## config.mk

```make
export PLATFORM = sky130hd
export DESIGN_NAME = axi_crossbar_chan_arbiter
export DESIGN_NICKNAME = d
export VERILOG_FILES = /design/src/rtl/axi_crossbar_chan_arbiter.sv
export SDC_FILE = /design/constraint.sdc
export NUM_CORES = 1
export LEC_CHECK = 0
export CAP_MARGIN = 20
export CORE_UTILIZATION = 60
export CTS_CLUSTER_DIAMETER = 60
export DETAILED_ROUTE_END_ITERATION = 12
export DONT_BUFFER_PORTS = 1
export PLACE_DENSITY = 0.72
export SLEW_MARGIN = 10
export SYNTH_ARGS = -nofsm -noshare
export SYNTH_HDL_FRONTEND = slang
export SYNTH_SLANG_ARGS = --single-unit
```

## constraint.sdc

```tcl
create_clock -name aclk -period 2 [get_ports aclk]
set_input_delay 0.5 -clock aclk [delete_from_list [all_inputs] [get_ports aclk]]
set_output_delay 0.5 -clock aclk [all_outputs]
set_load 0.005 [all_outputs]
```

## src/rtl/axi_crossbar_chan_arbiter.sv

```systemverilog
// Round-robin arbiter and multiplexer for one AXI channel of a crossbar
// master port. A grant is taken in IDLE and then held in BUSY until the
// beat handshake (or, with LOCK_ON_LAST, the last-beat handshake) completes.
module axi_crossbar_chan_arbiter #(
  parameter int REQ_NB       = 4,
  parameter int DATA_BUS_W   = 16,
  parameter bit LOCK_ON_LAST = 1'b0,
  localparam int ID_W        = (REQ_NB > 1) ? $clog2(REQ_NB) : 1
) (
  input  logic                         aclk,
  input  logic                         aresetn,
  input  logic                         srst,
  input  logic [REQ_NB-1:0]            i_valid,
  input  logic [REQ_NB*DATA_BUS_W-1:0] i_data,
  input  logic [REQ_NB-1:0]            i_last,
  output logic [REQ_NB-1:0]            i_ready,
  output logic                         o_valid,
  output logic [DATA_BUS_W-1:0]        o_data,
  output logic                         o_last,
  input  logic                         o_ready,
  output logic [ID_W-1:0]              o_grant_id,
  output logic                         o_busy
);

  typedef enum logic {
    IDLE = 1'b0,
    BUSY = 1'b1
  } state_t;

  state_t                state;
  logic [ID_W-1:0]       rr_ptr;
  logic [ID_W-1:0]       grant_q;

  logic                  found;
  logic [ID_W-1:0]       winner;
  logic                  release_grant;
  logic [ID_W-1:0]       next_ptr;
  logic [DATA_BUS_W-1:0] data_arr [REQ_NB];

  // Split the packed payload bus into one word per requester for muxing.
  always_comb begin
    for (int k = 0; k < REQ_NB; k++) begin
      data_arr[k] = i_data[k*DATA_BUS_W +: DATA_BUS_W];
    end
  end

  // Scan requesters starting at rr_ptr and wrapping; the first valid one wins.
  always_comb begin
    logic [ID_W-1:0] idx;
    found  = 1'b0;
    winner = '0;
    idx    = '0;
    for (int i = 0; i < REQ_NB; i++) begin
      idx = ID_W'((int'(rr_ptr) + i) % REQ_NB);
      if (!found && i_valid[idx]) begin
        found  = 1'b1;
        winner = idx;
      end
    end
  end

  // Route the granted requester to the downstream stream; everything is idle otherwise.
  always_comb begin
    o_valid = 1'b0;
    o_data  = '0;
    o_last  = 1'b0;
    i_ready = '0;
    if (state == BUSY) begin
      o_valid          = i_valid[grant_q];
      o_data           = data_arr[grant_q];
      o_last           = i_last[grant_q];
      i_ready[grant_q] = o_ready;
    end
  end

  // A grant ends on a handshake, or only on the last beat when bursts are locked.
  always_comb begin
    release_grant = (state == BUSY) && o_valid && o_ready && (!LOCK_ON_LAST || o_last);
    next_ptr      = ID_W'((int'(grant_q) + 1) % REQ_NB);
  end

  // Two-state grant machine; either reset source abandons any burst in flight.
  always_ff @(posedge aclk) begin
    if (!aresetn || srst) begin
      state   <= IDLE;
      rr_ptr  <= '0;
      grant_q <= '0;
    end else begin
      case (state)
        IDLE: begin
          if (found) begin
            grant_q <= winner;
            state   <= BUSY;
          end
        end
        BUSY: begin
          if (release_grant) begin
            state  <= IDLE;
            rr_ptr <= next_ptr;
          end
        end
        default: state <= IDLE;
      endcase
    end
  end

  assign o_grant_id = grant_q;
  assign o_busy     = (state == BUSY);

endmodule

```

==> After elaboration in Yosys (flattened, before gate mapping) <==
Cells that the tools add are included.
W data, S select, Z words.
{ "classes": {"add_sub_neg": 4, "multipliers": 0, "div_mod_pow": 0, "n_lt_le_gt_ge": 7, "n_eq_ne": 0, "shifts": 0, "mux": 32, "bitwise": 3, "n_reduce_logical": 13} }
{ "ops": {"columns": ["cell", "n"], "rows": [
  ["$mux W16", 3],
  ["$bmux W16 S2", 1],
  ["$lt A2 B3 Y1 const B", 5],
  ["$mux W1", 15],
  ["$bmux W1 S2", 6],
  ["$mux W2", 4],
  ["$logic_and A1 B1 Y1", 6],
  ["$add A2 B1 Y2 const B", 2],
  ["$add A2 B2 Y2 const B", 2],
  ["$and A4 B4 Y4", 1],
  ["$logic_not A1 Y1", 4],
  ["$mux W4", 1],
  ["$reduce_and A2 Y1", 2],
  ["$ge A3 B3 Y1 const B", 1],
  ["$not A2 Y3", 1],
  ["$demux W1 S2", 1],
  ["$ge A2 B1 Y1 const B", 1],
  ["$pmux W1 S2", 1],
  ["$logic_or A1 B1 Y1", 1],
  ["$not A1 Y1", 1]
]} }
{ "totals": {"regBits": 5, "latch_bits": 0, "mem_bits_rw": 0, "romBits": 0, "inputBits": 76, "output_inout_bits": 25, "wordCells": 62, "mem_count": 0} }

==> Longest topological paths before layout <==
Gate-level depths: netlist of the first run.
{ "depth": {"depth_word": 14, "ltp_mapped": 6, "depth_no_buf": 4} }

==> Worst setup path after synthesis of the first run <==
Ideal clock, no wire load.
{ "synth_timing": {"kind": "register -> output", "startpoint": "register grant_q[0], in the netlist o_grant_id[0]", "endpoint": "output port o_data[12]", "t_arrival_ns": 1.385, "required_ns": 1.500, "path_slack_ns": 0.115, "path_stages_with_launch": 5, "path_buffers": 2, "cell_sequence": "dfxtp_1 buf_6 buf_12 mux4_2 and2_1"} }
{ "synth_via": {"elab_chain_len": 5} }
{ "synth_rtl": {"columns": ["item", "line_no", "source"], "rows": [
  ["start, declared", "32", "logic [ID_W-1:0] grant_q;"],
  ["start signal, assigned", "92", "grant_q <= winner;"],
  ["$not A2 Y3 (implied by the code)", "70", "o_data = data_arr[grant_q];"],
  ["$bmux W16 S2", "70", null],
  ["$mux W16 (implied by the code) (2 in series)", "70", null],
  ["$mux W16", "68", "if (state == BUSY) begin"],
  ["end, declared", "18", "output logic [DATA_BUS_W-1:0] o_data,"]
]} }
No other way between the ends. The select of a mux whose other input is x is not followed.

==> Worst setup path in the final report of the first run <==
{ "layout_timing": {"startpoint": "register grant_q[0], in the netlist o_grant_id[0]", "endpoint": "output port o_data[11]"} }
Same word-level chain as after synthesis.

==> impl_metrics.csv, run 1 <==
group,metric,value,unit
power_and_ir_drop,clockPowerShare,33.6,%
synth,synth.avg_cell_area,11.2,µm²
sta,worst_pin_slew,0.712,ns
layout,area_delta_synth_final,4.68,%
floorplanning,rows,14,
sta,rsz0062_at_grt,"true",
floorplanning,initial_utilization,64.9,%
clocking,root_buffer,"clkbuf_4",
placement,dpl.hpwl,1.68,mm
layout,layout_commonest_cell,"and2_1",
clocking,cts_made_buffers,3,
synth,ys_seq_elements,5,
route,drt-pass1-iter-count,4,
floorplanning,coreArea,1520,µm²
power_and_ir_drop,swShare,27.8,%
sta,hold_ws,0.517,ns
status,outcome,"finished, final reports clean",
sta,hold_viol_final,0,
route,wirelength,2.12,mm
global_routing,grt_pass1_wl,3.24,mm
synth,synth_edf_count,0,
power_and_ir_drop,p_total,352,µW
floorplanning,ios,101,
sta,fin_crit_sh,99.2,%
setup_path,cp-start-kind,"flip-flop",
floorplanning,die_w,42.6,µm
synth,synth_cell_type_count,26,
synth,synthArstFlopShare,0,%
setup_path,worstSetupPathType,"reg -> out",
route,initialDrtViolationCount,15,
synth,seq_area_frac_synth,10.1,%
global_routing,grt_max_degree,27,
sta,setup_viol,0,
clocking,clock_latency,0.24,ns
global_routing,grt_pass1_vias,718,
clocking,clk_pin_slew,0.05,ns
setup_path,rr_worst_depth,5,
synth,ys.warnings.count,0,
route,route.detailed.drc,0,
route,via_per_inst,7.29,
job,cap_violations,0,
setup_path,critPathRequiredTime,1.50,ns
placement,routabilityCongestion,0.764,
global_routing,antenna_found_initial,0,
global_routing,grtUsageTotal,23.9,%
layout,layout_common_cells,"17 x and2_1, 10 x mux4_2, 8 x mux4_1",
sta,drv_slew,0,
sta,tns,0,ns
synth,syn-num-nets,168,
sta,slew_headroom,52.5,%
synth,synth_cells,88,
sta,fin_crit,1.98,ns
power_and_ir_drop,leakagePower,0.000393,µW
layout,drive_above_1_share,27.2,%
power_and_ir_drop,p_int,254,µW
power_and_ir_drop,pwr-share-seq,32.0,%
clocking,cts_sinks,5,
setup_path,crit_arrival,1.48,ns
layout,fin_nets,173,
power_and_ir_drop,irDropWorstVdd,294,µV
synth,ys.flop_type,"dfxtp_1",
clocking,cts_max_path_buffers,2,
setup_path,worstSetupEndpointType,"output port",
floorplanning,dieArea,1820,µm²
placement,io_buffers,0,
layout,n_antenna_cell,0,
setup_path,cp_max_fo,7,
power_and_ir_drop,comb_power_share,34.3,%
synth,synth_area,990,µm²
clocking,tritoncts,"built",
power_and_ir_drop,netSwitchingPower,98.0,µW
route,vias,787,
sta,max_freq,504,MHz
floorplanning,dieHeight,42.6,µm
power_and_ir_drop,cellPowerDensity,340,nW/µm²
route,avgRoutedWirePerCell,19.7,µm
global_routing,gr-total-overflow,0,
placement,post-place-ws,0.198,ns
sta,finClkSkew,0.00334,ns
min_path,worst_hold_path_type,"in -> reg",
sta,setup_ws,0.0152,ns
route,ant_nets,0,
layout,post-route-util,68.0,%
clocking,cts_max_level,1,
min_path,whs_path_depth,2,
==> flip-flops by register name, summed over array words and instances (netlist names) <==
register    cells
o_grant_id      2
rr_ptr          2
o_busy          1
==> critical path, cell delays in order, from the launching register on <==
cell     delay [ns]
dfxtp_4        0.37
buf_6          0.15
mux4_1         0.54
and2_1         0.19
==> cell type report <==
| type | count | area (µm²) |
|---|---|---|
| inverters | 6 | 22.5 |
| multi-input cells | 70 | 806 |
| flip-flops and latches | 5 | 104 |
| repair buffers | 7 | 57.6 |
| clock buffers | 4 | 26.3 |
| well taps | 16 | 20.0 |
| fillers | 124 | 488 |
==> synthesized netlist by cell type, drive strengths merged, types with 2 or more instances <==
cell / instances / area, µm²
mux2i: 2 / 20.0
nor2: 6 / 22.5
mux4: 18 / 439
ha: 4 / 50.1
clkbuf: 2 / 7.51
a21oi: 3 / 15.0
and3: 4 / 25.0
buf: 5 / 52.6
nand2: 2 / 7.51
and2: 18 / 113
a221oi: 3 / 26.3
dfxtp: 5 / 100
inv: 6 / 22.5
==> worst paths after layout <==
| kind | slack (ns) | from | to |
|---|---|---|---|
| max reg2reg | 0.42 | o_grant_id[0] | rr_ptr[1] |
| min reg2reg | 0.59 | rr_ptr[0] | rr_ptr[0] |
| max | 0.02 | o_grant_id[0] | o_data[11] |
| min | 0.52 | i_valid[1] | o_grant_id[1] |
==> timing repair <==
item / CTS / global route
cloned: 2 / 0
hold endpoints to repair: 0 / 0
setup buffers: 1 / 0
resized for setup: 7 / 0
hold buffers: 0 / 0
endpoints found under the setup margin: 18 / 14
==> per-layer routing <==
| metal | GRT usage [%] | part of all wire, % |
|---|---|---|
| met1 | 27.5 | 34 |
| met2 | 43.1 | 56 |
| met3 | 4.74 | 9.6 |
| met4 | 9.38 | 0.57 |
| met5 | 0 | 0 |
==> cells by family after synthesis <==
group | after synthesis | share of synthesized area (%)
AO/OA/AOI/OAI | 10 | 7.84
adder cells (fa/ha/maj) | 4 | 5.06
buffers and inverters | 13 | 8.34
flip-flops | 5 | 10.1
multiplexers | 20 | 46.4
AND/OR/NAND/NOR | 36 | 22.3
==> through the flow <==
| step | instance area [µm²] | cells |
|---|---|---|
| floorplan | 990 | 88 |
| global placement | 980 | 101 |
| detailed placement | 980 | 101 |
| CTS | 1040 | 108 |
| global route | 1040 | 108 |
| finish | 1040 | 108 |
==> power groups by stage <==
stage | logic (µW) | registers, µW | clock network, µW
floorplan | 113 | 110 | 0
global placement | 115 | 114 | 0
detailed placement | 117 | 114 | 0
CTS | 122 | 113 | 123
global route | 131 | 114 | 133
finish | 121 | 113 | 119
Power figures use the tool's default switching activity.
==> run 2, diff against run 1 <==
CORE_MARGIN = 2   (was not set)
==> impl_metrics.csv, run 2 (same netlist as run 1, synthesis figures left out) <==
group,metric,value,unit
sta,fin_crit,2.05,ns
sta,finClkSkew,0.00557,ns
global_routing,grtUsageTotal,25.2,%
clocking,tritoncts,"built",
floorplanning,rows,14,
clocking,postCtsHoldBufs,0,
setup_path,crit_arrival,1.55,ns
layout,area_delta_synth_final,7.46,%
placement,dpl.hpwl,1.87,mm
clocking,cts_sinks,5,
layout,layout.cells.non_filler,106,
sta,setup_ws,-0.0454,ns
sta,drv_slew,0,
route,via_per_inst,7.65,
global_routing,gr-total-overflow,0,
layout,n_antenna_cell,0,
sta,hold_viol_final,0,
route,vias,811,
sta,setup_viol,6,
setup_path,critPathRequiredTime,1.50,ns
setup_path,max_stage_delay,0.50,ns
clocking,cts_max_path_buffers,2,
floorplanning,initial_utilization,64.9,%
floorplanning,die_w,44.6,µm
placement,place_inst,101,
sta,worst_pin_slew,0.409,ns
setup_path,cp_max_fo,6,
min_path,worst_hold_path_type,"in -> reg",
sta,rsz0062_at_grt,"true",
status,outcome,"finished, violations left",
layout,drive_above_1_share,33.3,%
route,route.detailed.drc,0,
global_routing,grt_max_degree,20,
global_routing,antenna_found_initial,0,
floorplanning,ios,101,
clocking,cts_made_buffers,3,
layout,post-route-util,69.8,%
setup_path,crit_slowest_cell,"mux4_2",
route,initialDrtViolationCount,15,
clocking,root_buffer,"clkbuf_4",
route,ant_nets,0,
clocking,clock_latency,0.25,ns
route,wirelength,2.38,mm
global_routing,grt_pass1_wl,3.63,mm
clocking,clk_pin_slew,0.05,ns
sta,max_freq,489,MHz
job,cap_violations,0,
global_routing,grt_pass1_vias,825,
layout,layout_common_cells,"13 x mux4_2, 13 x and2_1, 6 x inv_1, 6 x nor2_1",
clocking,cts_max_level,1,
status,violations,"setup timing",
layout,fin_nets,171,
floorplanning,coreArea,1520,µm²
floorplanning,dieHeight,44.6,µm
setup_path,cp-start-kind,"flip-flop",
placement,routabilityCongestion,0.769,
setup_path,worstPathCellList,"bufbuf_16 > mux4_2 > and2_4",
power_and_ir_drop,cellPowerDensity,346,nW/µm²
layout,nFillCells,109,
sta,fin_crit_sh,102,%
power_and_ir_drop,leakagePower,0.000393,µW
route,avgRoutedWirePerCell,22.5,µm
placement,io_buffers,0,
setup_path,worstSetupPathType,"reg -> out",
power_and_ir_drop,irDropWorstVdd,232,µV
route,drt-pass1-iter-count,4,
sta,slew_headroom,72.7,%
floorplanning,dieArea,1990,µm²
setup_path,worstSetupEndpointType,"output port",
run 2: changes by cell type in the layout (fill, tap and decap cells not counted), moves of 3 or more:
cell | before | now
and2_1 | 17 | 13
mux4_1 | 8 | 5
and2_4 | 1 | 5
buf_4 | 4 | 1
mux4_2 | 10 | 13
run 2: final timing paths:
check | start | endpoint | slack (ns) | cells past startpoint
hold / removal | aresetn | o_grant_id[0] | 0.51 | 2
setup reg to reg | o_grant_id[0] | rr_ptr[0] | 0.48 | 5
hold reg to reg | rr_ptr[0] | rr_ptr[0] | 0.60 | 2
setup / recovery | o_grant_id[0] | o_data[6] | -0.05 | 3
run 2: area by class of cell:
class	count	area, µm²	area share [%]
multi-input cells	70	805	75.6
well taps	16	20.0	1.88
flip-flops and latches	5	104	9.76
inverters	6	22.5	2.12
clock buffers	4	26.3	2.47
repair buffers	5	86.3	8.12
run 2: report_power, final:
group / leakage [µW] / internal, µW / switching [µW]
registers: 0.0000415 / 103 / 7.56
clock network: 0.0000150 / 75.7 / 45.2
logic: 0.000336 / 86.8 / 49.6
run 2: timing repair:
action                                  CTS  global route
buffers inserted                          0             0
gates cloned                              1             0
resized for setup                         5             9
endpoints found under the setup margin   18            14
run 2: layer usage:
layer | vias up | wire length, µm | GRT usage [%]
li1 | 349 | - | -
met4 | 0 | 19 | 7.88
met3 | 4 | 346 | 7.76
met1 | 385 | 708 | 26.3
met5 | - | 0 | 0
met2 | 73 | 1310 | 47.2
run 2: critical path: cells and delay by family (launching register included):
kind	cells	cell delay, ns
buf+inv	1	0.26
mux	1	0.50
simple gates	1	0.18
flops	1	0.36
run 2: metrics by stage:
| step | power (µW) | TNS (ns) | hold slack [ns] | worst slack, ns | instance area [µm²] |
|---|---|---|---|---|---|
| floorplan | 223 | 0 | 0.551 | 0.115 | 990 |
| global placement | 233 | 0 | 0.583 | 0.217 | 992 |
| detailed placement | 235 | 0 | 0.600 | 0.174 | 992 |
| CTS | 368 | -0.303 | 0.508 | -0.0494 | 1060 |
| global route | 393 | -0.586 | 0.507 | -0.0908 | 1060 |
| finish | 368 | -0.155 | 0.507 | -0.0454 | 1060 |
==> variant 1 (settings of run 2) <==
`REQ_NB`: 4 -> 8.
--- a/src/rtl/axi_crossbar_chan_arbiter.sv
+++ b/src/rtl/axi_crossbar_chan_arbiter.sv
@@ -2,7 +2,7 @@
 // master port. A grant is taken in IDLE and then held in BUSY until the
 // beat handshake (or, with LOCK_ON_LAST, the last-beat handshake) completes.
 module axi_crossbar_chan_arbiter #(
-  parameter int REQ_NB       = 4,
+  parameter int REQ_NB       = 8,
   parameter int DATA_BUS_W   = 16,
   parameter bit LOCK_ON_LAST = 1'b0,
   localparam int ID_W        = (REQ_NB > 1) ? $clog2(REQ_NB) : 1
Ports: changed (5 resized); port bits go from 101 to 178. No check against the original RTL was run, so the function may have changed too.
==> variant 1 against run 2 <==
- the run still ends with negative setup slack left
- final cell count increased to 3.2 times the old value
- global-route usage increased by 14 points
- highest routed layer unchanged
- design area rose to 3.0 times the old value
- hold slack got worse by 0.052 ns
- setup slack got worse by 0.63 ns
- die area grew 130%
- routed wire length grew to 3.9 times the old value
- largest power group unchanged
- power increased by 130%
- sequential cell count increased by 2
- synthesized area grew to 2.5 times the old value
- non-clock buffer count up 60
- sequential share of layout area shrank 5.3 points
==> variant 1: results (changes against run 2) <==
[grt]
grt_first_pass_wirelength_um=12900  ; was 3630 um
grt_pass1_vias=2550  ; was 825
track_usage_pct=39.5  ; was 25.2%
grt_max_degree=24  ; was 20
antenna_found_initial=1  ; was 0

[setup_path]
critical_path.max_stage_delay_ns=0.35  ; was 0.50 ns
crit_arrival_ns=2.81  ; was 1.55 ns
startpoint=rr_ptr[0]  ; was o_grant_id[0]
cpMaxStageDelayCell=dfxtp_2  ; was mux4_2
worstPathMaxFanout=7  ; was 6
cp-endpoint=o_grant_id[1]  ; was o_data[6]

[finish]
finalInstanceArea_sq_um=3220  ; was 1060 sq um
drive_above_1_share_pct=52.4  ; was 33.3%
nNetsFinal=440  ; was 171

[sta]
tightest_slew_ns=0.421  ; was 0.409 ns
setup_viol=23  ; was 6
finalWorstSetupSlack_ns=-0.674  ; was -0.0454 ns
skew_ns=0.000800  ; was 0.00557 ns

[synth]
ys_types=45  ; was 26
synth_area_leaders=mux4_2 (43%), mux2i_1 (14%), dfxtp_1 (5.7%), nor2b_1 (5.0%), nand2_1 (2.6%)  ; was mux4_1 (24%), mux4_2 (20%), and2_1 (11%), dfxtp_1 (10%), ha_1 (5.1%)
synthXorXnorAreaFrac_pct=2.07  ; was 0%
synth_nets=392  ; was 168
synth_common_cells=mux4_2 (47), mux2i_1 (35), nor2b_1 (20), nand2_1 (17), nor2_1 (17)  ; was and2_1 (18), mux4_1 (9), mux4_2 (9), inv_1 (6), nor2_1 (6)
synth_compound_area_share_pct=10.8  ; was 7.84%
synth-adder-area-share_pct=1.51  ; was 5.06%
yosysSeqAreaShare_pct=5.65  ; was 10.1%
muxShareOfSynthArea_pct=60.3  ; was 46.4%

[worst_hold_path]
min_path_cells=3  ; was 2

[route]
num_vias=2470  ; was 811
wl_met3_um=1050  ; was 346 um
wl_met1_um=3020  ; was 708 um
drt-initial-drc-count=173  ; was 15
route.met2.wl_um=4610  ; was 1310 um

[place]
preCtsSetupSlack_ns=-0.796  ; was 0.174 ns
port_buffers=0  ; unchanged
gp_congestion=0.891  ; was 0.769

[clock_tree]
cts.htree.levels=1  ; unchanged
cts_root_buf=clkbuf_8  ; was clkbuf_4
clock_latency_ns=0.23  ; was 0.25 ns

[power_and_ir_drop]
leakage_nw=1.07  ; was 0.393 nW

[outcome]
violations=negative setup slack  ; unchanged
outcome=finished, violations left  ; unchanged

==> variant 1: cell count changes after synthesis, moves of 8 or more <==
cell | before | now
mux4_2 | 9 | 47
mux2i_1 | 2 | 35
nor2b_1 | 1 | 20
and2_1 | 18 | 0
nand2_1 | 2 | 17
nor2_1 | 6 | 17
mux4_1 | 9 | 1
==> variant 1: where the power goes <==
part | leakage (nW) | internal [mW] | switching [mW]
logic | 0.986 | 0.287 | 0.204
clock network | 0.0228 | 0.139 | 0.0744
registers | 0.0588 | 0.144 | 0.00764
total | 1.07 | 0.570 | 0.286
==> variant 1: logic make-up after synthesis <==
family                   count (synthesis)
XOR/XNOR                                 5
AND/OR/NAND/NOR                         69
flip-flops                               7
buffers and inverters                   31
AO/OA/AOI/OAI                           38
adder cells (fa/ha/maj)                  3
multiplexers                            88
==> variant 1: worst register-to-register path: stages (launching register included) <==
cell	delay [ns]
dfxtp_2	0.35
inv_4	0.04
ha_4	0.33
buf_8	0.16
mux2i_4	0.26
mux4_2	0.33
nand2_2	0.07
nor4_2	0.34
nand2_1	0.18
buf_4	0.17
o2111a_1	0.13
o32ai_2	0.22
==> variant 1: repair_timing <==
item,CTS,global route
cloned,1,0
endpoints found under the setup margin,25,25
resized for setup,23,11
pin swaps,9,6
setup buffers,9,3
hold buffers,0,0
==> variant 1: cell type report <==
class	instances	area [sq um]
clock buffers	4	45.0
flip-flops and latches	7	145
diodes	1	2.50
repair buffers	65	582
fillers	247	785
well taps	50	62.6
inverters	9	36.3
multi-input cells	203	2340
==> variant 1: worst min path at each step <==
stage / from / to / slack, ns
4_1_cts: srst / o_grant_id[0] / 0.47
2_1_floorplan: o_busy / o_grant_id[1] / 0.62
3_5_place_dp: o_grant_id[2] / o_grant_id[2] / 0.70
6_report: srst / o_grant_id[0] / 0.45
3_3_place_gp: o_grant_id[2] / o_grant_id[2] / 0.68
5_1_grt: srst / o_grant_id[0] / 0.48
==> variant 1: metal layers <==
metal,vias to the layer above,track usage [%]
met1,1170,45.8
met5,-,0
met2,198,64.3
met4,0,27.5
li1,1054,-
met3,48,9.21
==> variant 1: per-stage QoR <==
stage                     std cells  TNS, ns  utilization [%]  power [mW]
after floorplan                 241    -2.78                -       0.473
after global placement          321    -2.28             72.2       0.573
after detailed placement        321    -2.83             72.2       0.586
after CTS                       335    -4.89             78.6       0.834
after global routing            339    -6.85             80.4       0.899
final                           339    -5.00             80.4       0.856
==> variant 2 (settings of run 2) <==
Without the edit above. Change the parameter `LOCK_ON_LAST` from 1'b0 to 1'b1.
--- a/src/rtl/axi_crossbar_chan_arbiter.sv
+++ b/src/rtl/axi_crossbar_chan_arbiter.sv
@@ -4,7 +4,7 @@
 module axi_crossbar_chan_arbiter #(
   parameter int REQ_NB       = 4,
   parameter int DATA_BUS_W   = 16,
-  parameter bit LOCK_ON_LAST = 1'b0,
+  parameter bit LOCK_ON_LAST = 1'b1,
   localparam int ID_W        = (REQ_NB > 1) ? $clog2(REQ_NB) : 1
 ) (
   input  logic                         aclk,
Check against the original RTL: not equivalent (a bounded check fails within 4 cycles, from zero or initial values).
==> variant 2 against run 2 <==
- the flow still finishes with violations (negative setup slack)
- power grew 0.97%
- synthesized area shrank 5.2%
- critical endpoint is now o_data[14]
- sequential cell count is the same
- combinational power grew 3%
- setup slack gained 0.037 ns
- routed wire length grew 5.0%
- non-clock buffer count grew 5
- die area shrank 4.7%
- design area grew 3.1%
- largest cell class unchanged
==> variant 2: results (changes against run 2) <==
[outcome]
outcome=finished, violations left  ; unchanged
violations=negative setup slack  ; unchanged

[finish]
area_growth_pct=16.8  ; was 7.46%
design.seq.count=5  ; unchanged
final_util_pct=73.6  ; was 69.8%
drive_above_1_share_pct=54.3  ; was 33.3%
layout.nonclk_buf_share_pct=11.9  ; was 8.12%
buffers=10  ; was 5
seq_area_share_pct=9.47  ; was 9.76%
multi_input_area_share_pct=73.4  ; was 75.6%
clk_share_pct=2.40  ; was 2.47%
fillers=107  ; was 109
nNetsFinal=173  ; was 171
inverters=3  ; was 6

[sta]
holdWs_ns=0.518  ; was 0.507 ns
timing.setup.tns_ns=-0.0161  ; was -0.155 ns
finalWorstSetupSlack_ns=-0.00862  ; was -0.0454 ns
skew_ns=0.00350  ; was 0.00557 ns
setup_viol=4  ; was 6

[route]
first_pass_iters=6  ; was 4
wl_per_cell_um=23.2  ; was 22.5 um
routed_wl_um=2500  ; was 2380 um
drt-initial-drc-count=7  ; was 15
num_vias=797  ; was 811

[power_and_ir_drop]
ir_drop_mv=0.503  ; was 0.232 mV
p_sw_uw=100  ; was 102 uW
p_per_area_nw_per_um2=339  ; was 346 nW/um^2

[place]
gp_congestion=0.845  ; was 0.769
place_area_sq_um=968  ; was 992 sq um

[grt]
grt_first_pass_wirelength_um=3470  ; was 3630 um
grt_pass1_vias=783  ; was 825
track_usage_pct=24.7  ; was 25.2%

[synth]
synth_nets=164  ; was 168

[setup_path]
crit_arrival_ns=1.51  ; was 1.55 ns
reg2reg_to=rr_ptr[1]  ; was rr_ptr[0]
reg2reg_depth=6  ; was 5
rrSetupSlack_ns=0.27  ; was 0.48 ns

[clock_tree]
cts_resized=10  ; was 5
postCtsSetupRepairBufs=1  ; was 0

==> variant 2: worst max-delay path: stages, from the launching register on <==
cell and delay (ns):
dfxtp_4 0.42, clkbuf_16 0.17, mux4_2 0.49, and2_4 0.17
==> variant 2: power by group through the flow <==
stage / registers (mW) / logic, mW / clock network [mW]
floorplan: 0.109 / 0.0936 / 0
global placement: 0.112 / 0.105 / 0
detailed placement: 0.113 / 0.108 / 0
CTS: 0.111 / 0.114 / 0.120
global route: 0.114 / 0.149 / 0.132
finish: 0.113 / 0.140 / 0.118
==> variant 2: metal layers <==
metal / vias up / GRT usage (%) / part of all wire [%]
met2: 67 / 45.3 / 54
met5: - / 0 / 0
li1: 343 / - / -
met1: 383 / 27.2 / 32
met4: 0 / 6.67 / 1.2
met3: 4 / 7.50 / 12
==> variant 2: logic make-up (layout without fill, tap and decap cells) <==
logic type | count (synthesis) | after routing | synth area share [%]
AO/OA/AOI/OAI | 10 | 10 | 6.67
adder cells (fa/ha/maj) | 4 | 4 | 5.33
multiplexers | 20 | 20 | 48.9
flip-flops | 5 | 5 | 10.7
buffers and inverters | 9 | 17 | 4.93
AND/OR/NAND/NOR | 36 | 36 | 23.5
==> variant 2: worst max path at each step <==
stage / start / end / slack, ns / cells past startpoint
2_1_floorplan: o_grant_id[0] / o_data[12] / 0.05 / 4
3_3_place_gp: o_grant_id[0] / o_data[13] / 0.14 / 3
3_5_place_dp: o_grant_id[0] / o_data[13] / 0.07 / 3
4_1_cts: o_grant_id[0] / o_data[10] / -0.01 / 3
5_1_grt: o_grant_id[0] / o_data[1] / -0.06 / 3
6_report: o_grant_id[0] / o_data[14] / -0.009 / 3
